## src/rtl/program_loader.sv

```systemverilog
// program_loader: receives a framed byte stream (length, 16-bit words, XOR checksum)
// and writes the words into the icache write port at consecutive indices. The CPU
// pipeline is held until a complete download has been checked and accepted.
module program_loader #(
  parameter int unsigned INDEX_W = 8
) (
  input  logic               clk,
  input  logic               reset,
  input  logic               download_program,
  input  logic               byte_valid,
  input  logic [7:0]         byte_data,
  output logic               byte_ready,
  output logic               write_enable,
  output logic [INDEX_W-1:0] write_index,
  output logic [15:0]        write_data,
  output logic               cpu_hold,
  output logic               load_done,
  output logic               load_error
);

  localparam int unsigned LEN_W     = 16;
  localparam int unsigned CTR_W     = INDEX_W + 1;
  localparam int unsigned MAX_WORDS = 32'(1) << INDEX_W;

  localparam logic [2:0] S_IDLE    = 3'd0;
  localparam logic [2:0] S_LEN_LO  = 3'd1;
  localparam logic [2:0] S_LEN_HI  = 3'd2;
  localparam logic [2:0] S_DATA_LO = 3'd3;
  localparam logic [2:0] S_DATA_HI = 3'd4;
  localparam logic [2:0] S_CHECK   = 3'd5;
  localparam logic [2:0] S_DONE    = 3'd6;
  localparam logic [2:0] S_ERROR   = 3'd7;

  logic [2:0]         state_q,        state_d;
  logic               byte_ready_q,   byte_ready_d;
  logic               write_enable_q, write_enable_d;
  logic [INDEX_W-1:0] write_index_q,  write_index_d;
  logic [15:0]        write_data_q,   write_data_d;
  logic               cpu_hold_q,     cpu_hold_d;
  logic               load_done_q,    load_done_d;
  logic               load_error_q,   load_error_d;
  logic [LEN_W-1:0]   count_q,        count_d;
  logic [CTR_W-1:0]   word_ctr_q,     word_ctr_d;
  logic [7:0]         csum_q,         csum_d;
  logic [7:0]         lo_q,           lo_d;

  logic               accept_c;
  logic [LEN_W-1:0]   len_c;
  logic               last_word_c;

  // Byte handshake, full length as seen while the high length byte arrives, and
  // detection of the final word of the frame.
  always_comb begin
    accept_c    = byte_valid & byte_ready_q;
    len_c       = {byte_data, count_q[7:0]};
    last_word_c = ((LEN_W'(word_ctr_q) + 16'd1) == count_q);
  end

  // Next-state and registered-output computation for the download FSM.
  always_comb begin
    state_d        = state_q;
    write_enable_d = 1'b0;
    write_index_d  = write_index_q;
    write_data_d   = write_data_q;
    cpu_hold_d     = cpu_hold_q;
    load_done_d    = load_done_q;
    load_error_d   = load_error_q;
    count_d        = count_q;
    word_ctr_d     = word_ctr_q;
    csum_d         = csum_q;
    lo_d           = lo_q;
    byte_ready_d   = 1'b0;

    case (state_q)
      S_IDLE, S_DONE, S_ERROR: begin
        if (download_program) begin
          state_d      = S_LEN_LO;
          cpu_hold_d   = 1'b1;
          load_done_d  = 1'b0;
          load_error_d = 1'b0;
          csum_d       = 8'h00;
          word_ctr_d   = '0;
          count_d      = '0;
        end
      end
      S_LEN_LO: begin
        if (accept_c) begin
          count_d = {8'h00, byte_data};
          csum_d  = csum_q ^ byte_data;
          state_d = S_LEN_HI;
        end
      end
      S_LEN_HI: begin
        if (accept_c) begin
          count_d = len_c;
          csum_d  = csum_q ^ byte_data;
          if (len_c == '0) begin
            state_d = S_CHECK;
          end else if (32'(len_c) > MAX_WORDS) begin
            // Program cannot fit: reject before touching the icache.
            state_d      = S_ERROR;
            load_error_d = 1'b1;
          end else begin
            state_d = S_DATA_LO;
          end
        end
      end
      S_DATA_LO: begin
        if (accept_c) begin
          lo_d    = byte_data;
          csum_d  = csum_q ^ byte_data;
          state_d = S_DATA_HI;
        end
      end
      S_DATA_HI: begin
        if (accept_c) begin
          csum_d         = csum_q ^ byte_data;
          write_enable_d = 1'b1;
          write_index_d  = word_ctr_q[INDEX_W-1:0];
          write_data_d   = {byte_data, lo_q};
          word_ctr_d     = word_ctr_q + CTR_W'(1);
          state_d        = last_word_c ? S_CHECK : S_DATA_LO;
        end
      end
      S_CHECK: begin
        if (accept_c) begin
          if (byte_data == csum_q) begin
            state_d     = S_DONE;
            load_done_d = 1'b1;
            cpu_hold_d  = 1'b0;
          end else begin
            state_d      = S_ERROR;
            load_error_d = 1'b1;
          end
        end
      end
      default: begin
        state_d = S_IDLE;
      end
    endcase

    // Ready follows the state being entered so it is valid on the same cycle.
    byte_ready_d = (state_d == S_LEN_LO)  || (state_d == S_LEN_HI) ||
                   (state_d == S_DATA_LO) || (state_d == S_DATA_HI) ||
                   (state_d == S_CHECK);
  end

  // State and output registers; reset leaves the program marked invalid.
  always_ff @(posedge clk or posedge reset) begin
    if (reset) begin
      state_q        <= S_IDLE;
      byte_ready_q   <= 1'b0;
      write_enable_q <= 1'b0;
      write_index_q  <= '0;
      write_data_q   <= 16'h0000;
      cpu_hold_q     <= 1'b1;
      load_done_q    <= 1'b0;
      load_error_q   <= 1'b0;
      count_q        <= '0;
      word_ctr_q     <= '0;
      csum_q         <= 8'h00;
      lo_q           <= 8'h00;
    end else begin
      state_q        <= state_d;
      byte_ready_q   <= byte_ready_d;
      write_enable_q <= write_enable_d;
      write_index_q  <= write_index_d;
      write_data_q   <= write_data_d;
      cpu_hold_q     <= cpu_hold_d;
      load_done_q    <= load_done_d;
      load_error_q   <= load_error_d;
      count_q        <= count_d;
      word_ctr_q     <= word_ctr_d;
      csum_q         <= csum_d;
      lo_q           <= lo_d;
    end
  end

  // Output drive straight from the registers.
  always_comb begin
    byte_ready   = byte_ready_q;
    write_enable = write_enable_q;
    write_index  = write_index_q;
    write_data   = write_data_q;
    cpu_hold     = cpu_hold_q;
    load_done    = load_done_q;
    load_error   = load_error_q;
  end

endmodule

```

## config.mk

```make
export PLATFORM = sky130hd
export DESIGN_NAME = program_loader
export DESIGN_NICKNAME = d
export VERILOG_FILES = /design/src/rtl/program_loader.sv
export SDC_FILE = /design/constraint.sdc
export NUM_CORES = 1
export LEC_CHECK = 0
export BUFFER_PORTS_ARGS = -buffer_cell sky130_fd_sc_hd__buf_2
export CAP_MARGIN = 0
export CORE_MARGIN = 1
export CORE_UTILIZATION = 45
export CTS_BUF_LIST = sky130_fd_sc_hd__clkbuf_16
export CTS_CLUSTER_DIAMETER = 80
export DETAILED_ROUTE_END_ITERATION = 12
export GPL_TIMING_DRIVEN = 0
export PLACE_DENSITY_LB_ADDON = 0.12
export SYNTH_ARGS = -nofsm -noshare
export SYNTH_HDL_FRONTEND = slang
export SYNTH_SLANG_ARGS = --single-unit
```

## constraint.sdc

```tcl
create_clock -name clk -period 5.2 [get_ports clk]
set_clock_uncertainty 0.05 [all_clocks]
set_input_delay 0.26 -clock clk [delete_from_list [all_inputs] [get_ports clk]]
set_output_delay 0.26 -clock clk [all_outputs]
set_load 0.03 [all_outputs]
```

==> impl_metrics.yaml <==
synthesis:
  synth-edff-count: 0
  synth_seq_cells: 73
  synth.lib_cells_used.distinct: 65
  synth_top_cell_by_area: "dfrtp_1"
  adder_and_majority_gate_portion_of_the_synthesized_area_pct: 0.649
  syn_area_per_cell_um2: 8.73
  ys_seq_area_share_pct: 47.4
  async_reset_ff_share_pct: 100
  synth_warnings: 0
  netlist_top_cells_area: "dfrtp_1, nand2_1, o21ai_0"
  synth_top_family_by_area: "simple AND/OR/NAND/NOR gates"
  post_synth_design_cell_area_mm2: 0.00386
  synthesis.nets: 456
  synth_compound_area_share_pct: 16.4
  post_synth_and_or_nand_nor_area_fraction_pct: 24.5
  post_synth_xor_area_fraction_pct: 2.72
  yosys_most_used_dff: "dfrtp_1"
  synthCells: 442
  synth.area.mux_share_pct: 2.85
  synthDominantCellAreaShare_pct: 46.7
drt:
  first_pass_iters: 5
  initialDrtViolationCount: 290
  detail_route.wl_per_cell_um: 15.6
  route.met2.wl_mm: 4.40
  wl_met3_um: 423
  antenna_violating_nets_post_route: 0
  route.layer.met1.wl_mm: 4.45
  postRouteWirelength_mm: 9.43
  highest_signal_layer: "met4"
  route.vias.total: 3303
  drc_errors: 0
  viasPerCell: 5.47
finish:
  layout.core_utilization_pct: 54.7
  nNetsFinal: 508
  final_layout_fill_cell_count: 772
  post_route_cells_drive_above_1_share_pct: 18.2
  area_growth_syn_to_layout_pct: 17.0
  multiInputGateArea_mm2: 0.00182
  reg_area_mm2: 0.00183
  n_antenna_cell: 0
  layout.cell_area.non_filler_mm2: 0.00451
cts:
  ctsRootBufferMaster: "clkbuf_16"
  clock_path_buffers: 2
  cts.reportedPaths.clkPinSlew_ns: 0.06
  tritoncts_num_sinks: 73
  number_of_clock_buffers_inserted_by_tritoncts: 9
  clk_latency_worst_skew_pair_ns: 0.33
  cts_resized: 0
  cts_tree: "yes"
  ctsHtreeMaxLevel: 3
sta:
  min_period_over_period_pct: 48.4
  grt_setup_unrepaired: "false"
  fin_tns_setup_ns: 0
  timing.slew.headroom_pct: 9.11
  worst_max_slew_pin_slew_ns: 1.33
  setup_viol_count_final: 0
  timing.fmax_mhz: 397
  final_period_demand_of_the_worst_path_ns: 2.52
  final-max-slew-violation-count: 0
  finalHoldViolCount: 0
floorplanning:
  die-width_um: 94.6
  dieHeight_um: 94.6
  io_pins: 41
  start_util_pct: 46.7
  std_cell_rows: 33
  design.core.area_mm2: 0.00826
  die_area_mm2: 0.00895
placed_design:
  dpl_cell_area_mm2: 0.00422
  gpl.final_weighted_congestion: 0.846
  dp_hpwl_mm: 6.47
  place.port_buffers: 39
power_and_ir_drop:
  powerDensity_mw_per_mm2: 588
  switching_power_mw: 1.12
  max-vdd-ir-drop_mv: 0.299
  power_switching_share_pct: 42.2
  seq_pwr_share_pct: 32.6
  pwr-share-clk_pct: 22.7
  intPower_mw: 1.53
  leakage_power_of_the_design_nw: 2.17
  combinationalPowerShare_pct: 44.7
critical_path:
  worstPathBufferInverterCount: 1
  cp_max_fo: 9
  cp_slowest_cell: "or4_4"
  setup.worst_path.start_class: "flop"
  crit_required_ns: 5.34
  cell_family_with_most_cp_delay: "simple AND/OR/NAND/NOR gates"
  critical_path.endpoint_type: "flop"
  type_of_the_setup_path_with_the_least_slack: "reg -> reg"
  timing.critical_path.arrival_ns: 2.65
  crit_chain: "ha_1 > and3_1 > buf_6 > xnor2_1 > or4_4 > nor4b_4 > a21o_2 > a32oi_1"
  max_stage_delay_ns: 0.49
worst_hold_path:
  timing.hold.worst.class: "in -> reg"
run:
  drv.max_cap_violation_count: 0
grt:
  grt_antenna_before_repair: 0
  grt_pass1_vias: 3224
  grt_util_all_layers_pct: 23.4
  grt_overflow_total: 0
  grt_max_degree: 59
  grt_first_pass_wirelength_mm: 15.9
status:
  outcome: "complete, no violations"
## cells by family after synthesis
| group | Yosys count |
|---|---|
| adders and majority gates | 2 |
| AOI/OAI and AO/OA | 101 |
| DFF | 73 |
| and+or+nand+nor | 198 |
| xor gates and xnor gates | 12 |
| muxes | 10 |
| buffers and inverters | 46 |
## layout by cell type (no fill, tap or decap), types with 9 or more instances in the layout
master,Yosys,final
clkbuf_1,14,14
nor2_1,29,29
dfrtp_1,72,72
inv_1,18,17
nand2b_1,17,17
clkbuf_16,0,9
o21ai_1,10,10
nand3_1,12,12
nand2_1,100,100
o21ai_0,45,45
a21oi_1,10,10
buf_2,6,45
## power groups by stage
| stage | combinational (mW) | clock (mW) | sequential, mW |
|---|---|---|---|
| final | 1.19 | 0.602 | 0.866 |
| after floorplan | 0.755 | 0 | 1.00 |
| after CTS | 1.19 | 0.618 | 0.868 |
| after global placement | 1.16 | 0 | 0.868 |
| after global routing | 1.32 | 0.642 | 0.890 |
| after detailed placement | 1.18 | 0 | 0.874 |
## what timing repair did
item	4_1_cts	5_1_grt
buffers inserted	0	0
hold endpoints to repair	15	0
hold buffers	1	0
## per-stage QoR
stage               hold slack [ns]  power [mW]  setup slack (ns)  cells
floorplan                     0.315        1.76              2.91    442
global placement              0.399        2.03              2.09    586
global route                  0.205        2.86              2.54    604
finish                        0.194        2.66              2.68    604
CTS                           0.185        2.67              2.65    604
detailed placement            0.159        2.06              2.68    587
## area by class of cell
| class | instances | area share (%) |
|---|---|---|
| multi-input cells | 323 | 40.3 |
| repair buffers | 41 | 5.16 |
| plain buffers | 27 | 3.08 |
| well taps | 105 | 2.91 |
| clock buffers | 9 | 4.99 |
| clock inverters | 7 | 1.41 |
| flip-flops and latches | 73 | 40.5 |
| inverters | 19 | 1.64 |
## worst register-to-register path: cells and delay by family, from the launching register on
family | cells | cell delay, ns
compound gates | 2 | 0.29
xor+xnor | 1 | 0.12
flops | 1 | 0.47
fa+ha+maj | 1 | 0.31
buf+inv | 1 | 0.13
simple gates | 3 | 0.99
## flip-flops by register name (all words and copies together), names as in the netlist, 3 cells and up
signal       count
state_q          3
write_index      8
csum_q           8
write_data      16
word_ctr_q       9
count_q         16
lo_q             8
## metal layers
| layer | global-route usage (%) | up-vias |
|---|---|---|
| met1 | 32.2 | 1585 |
| met4 | 9.47 | 0 |
| li1 | - | 1621 |
| met2 | 37.1 | 84 |
| met3 | 3.46 | 13 |
| met5 | 0 | - |
## synth_stat cells (5+ instances only)
master and number:
dfrtp_1 72, mux2_2 8, xnor2_1 6, inv_1 18, nand2_1 100, clkbuf_1 14, nand2b_1 17, o21ai_1 10
nor2_1 29, xor2_1 6, buf_2 6, nand3_1 12, nand4_1 5, a21oi_1 10, o21ai_0 45
## final timing paths
| path | startpoint | endpoint | slack, ns | depth (start not counted) |
|---|---|---|---|---|
| setup reg to reg | word_ctr_q[0] | byte_ready | 2.68 | 8 |
| max in group asynchronous | reset | cpu_hold | 4.15 | 4 |
| hold / removal | byte_data[7] | write_data[15] | 0.19 | 3 |
| hold reg to reg | lo_q[4] | write_data[4] | 0.41 | 2 |
| min in group asynchronous | reset | lo_q[7] | 0.35 | 3 |
| setup / recovery | word_ctr_q[0] | byte_ready | 2.68 | 8 |
No activity file was read; power rests on OpenSTA's default activity.
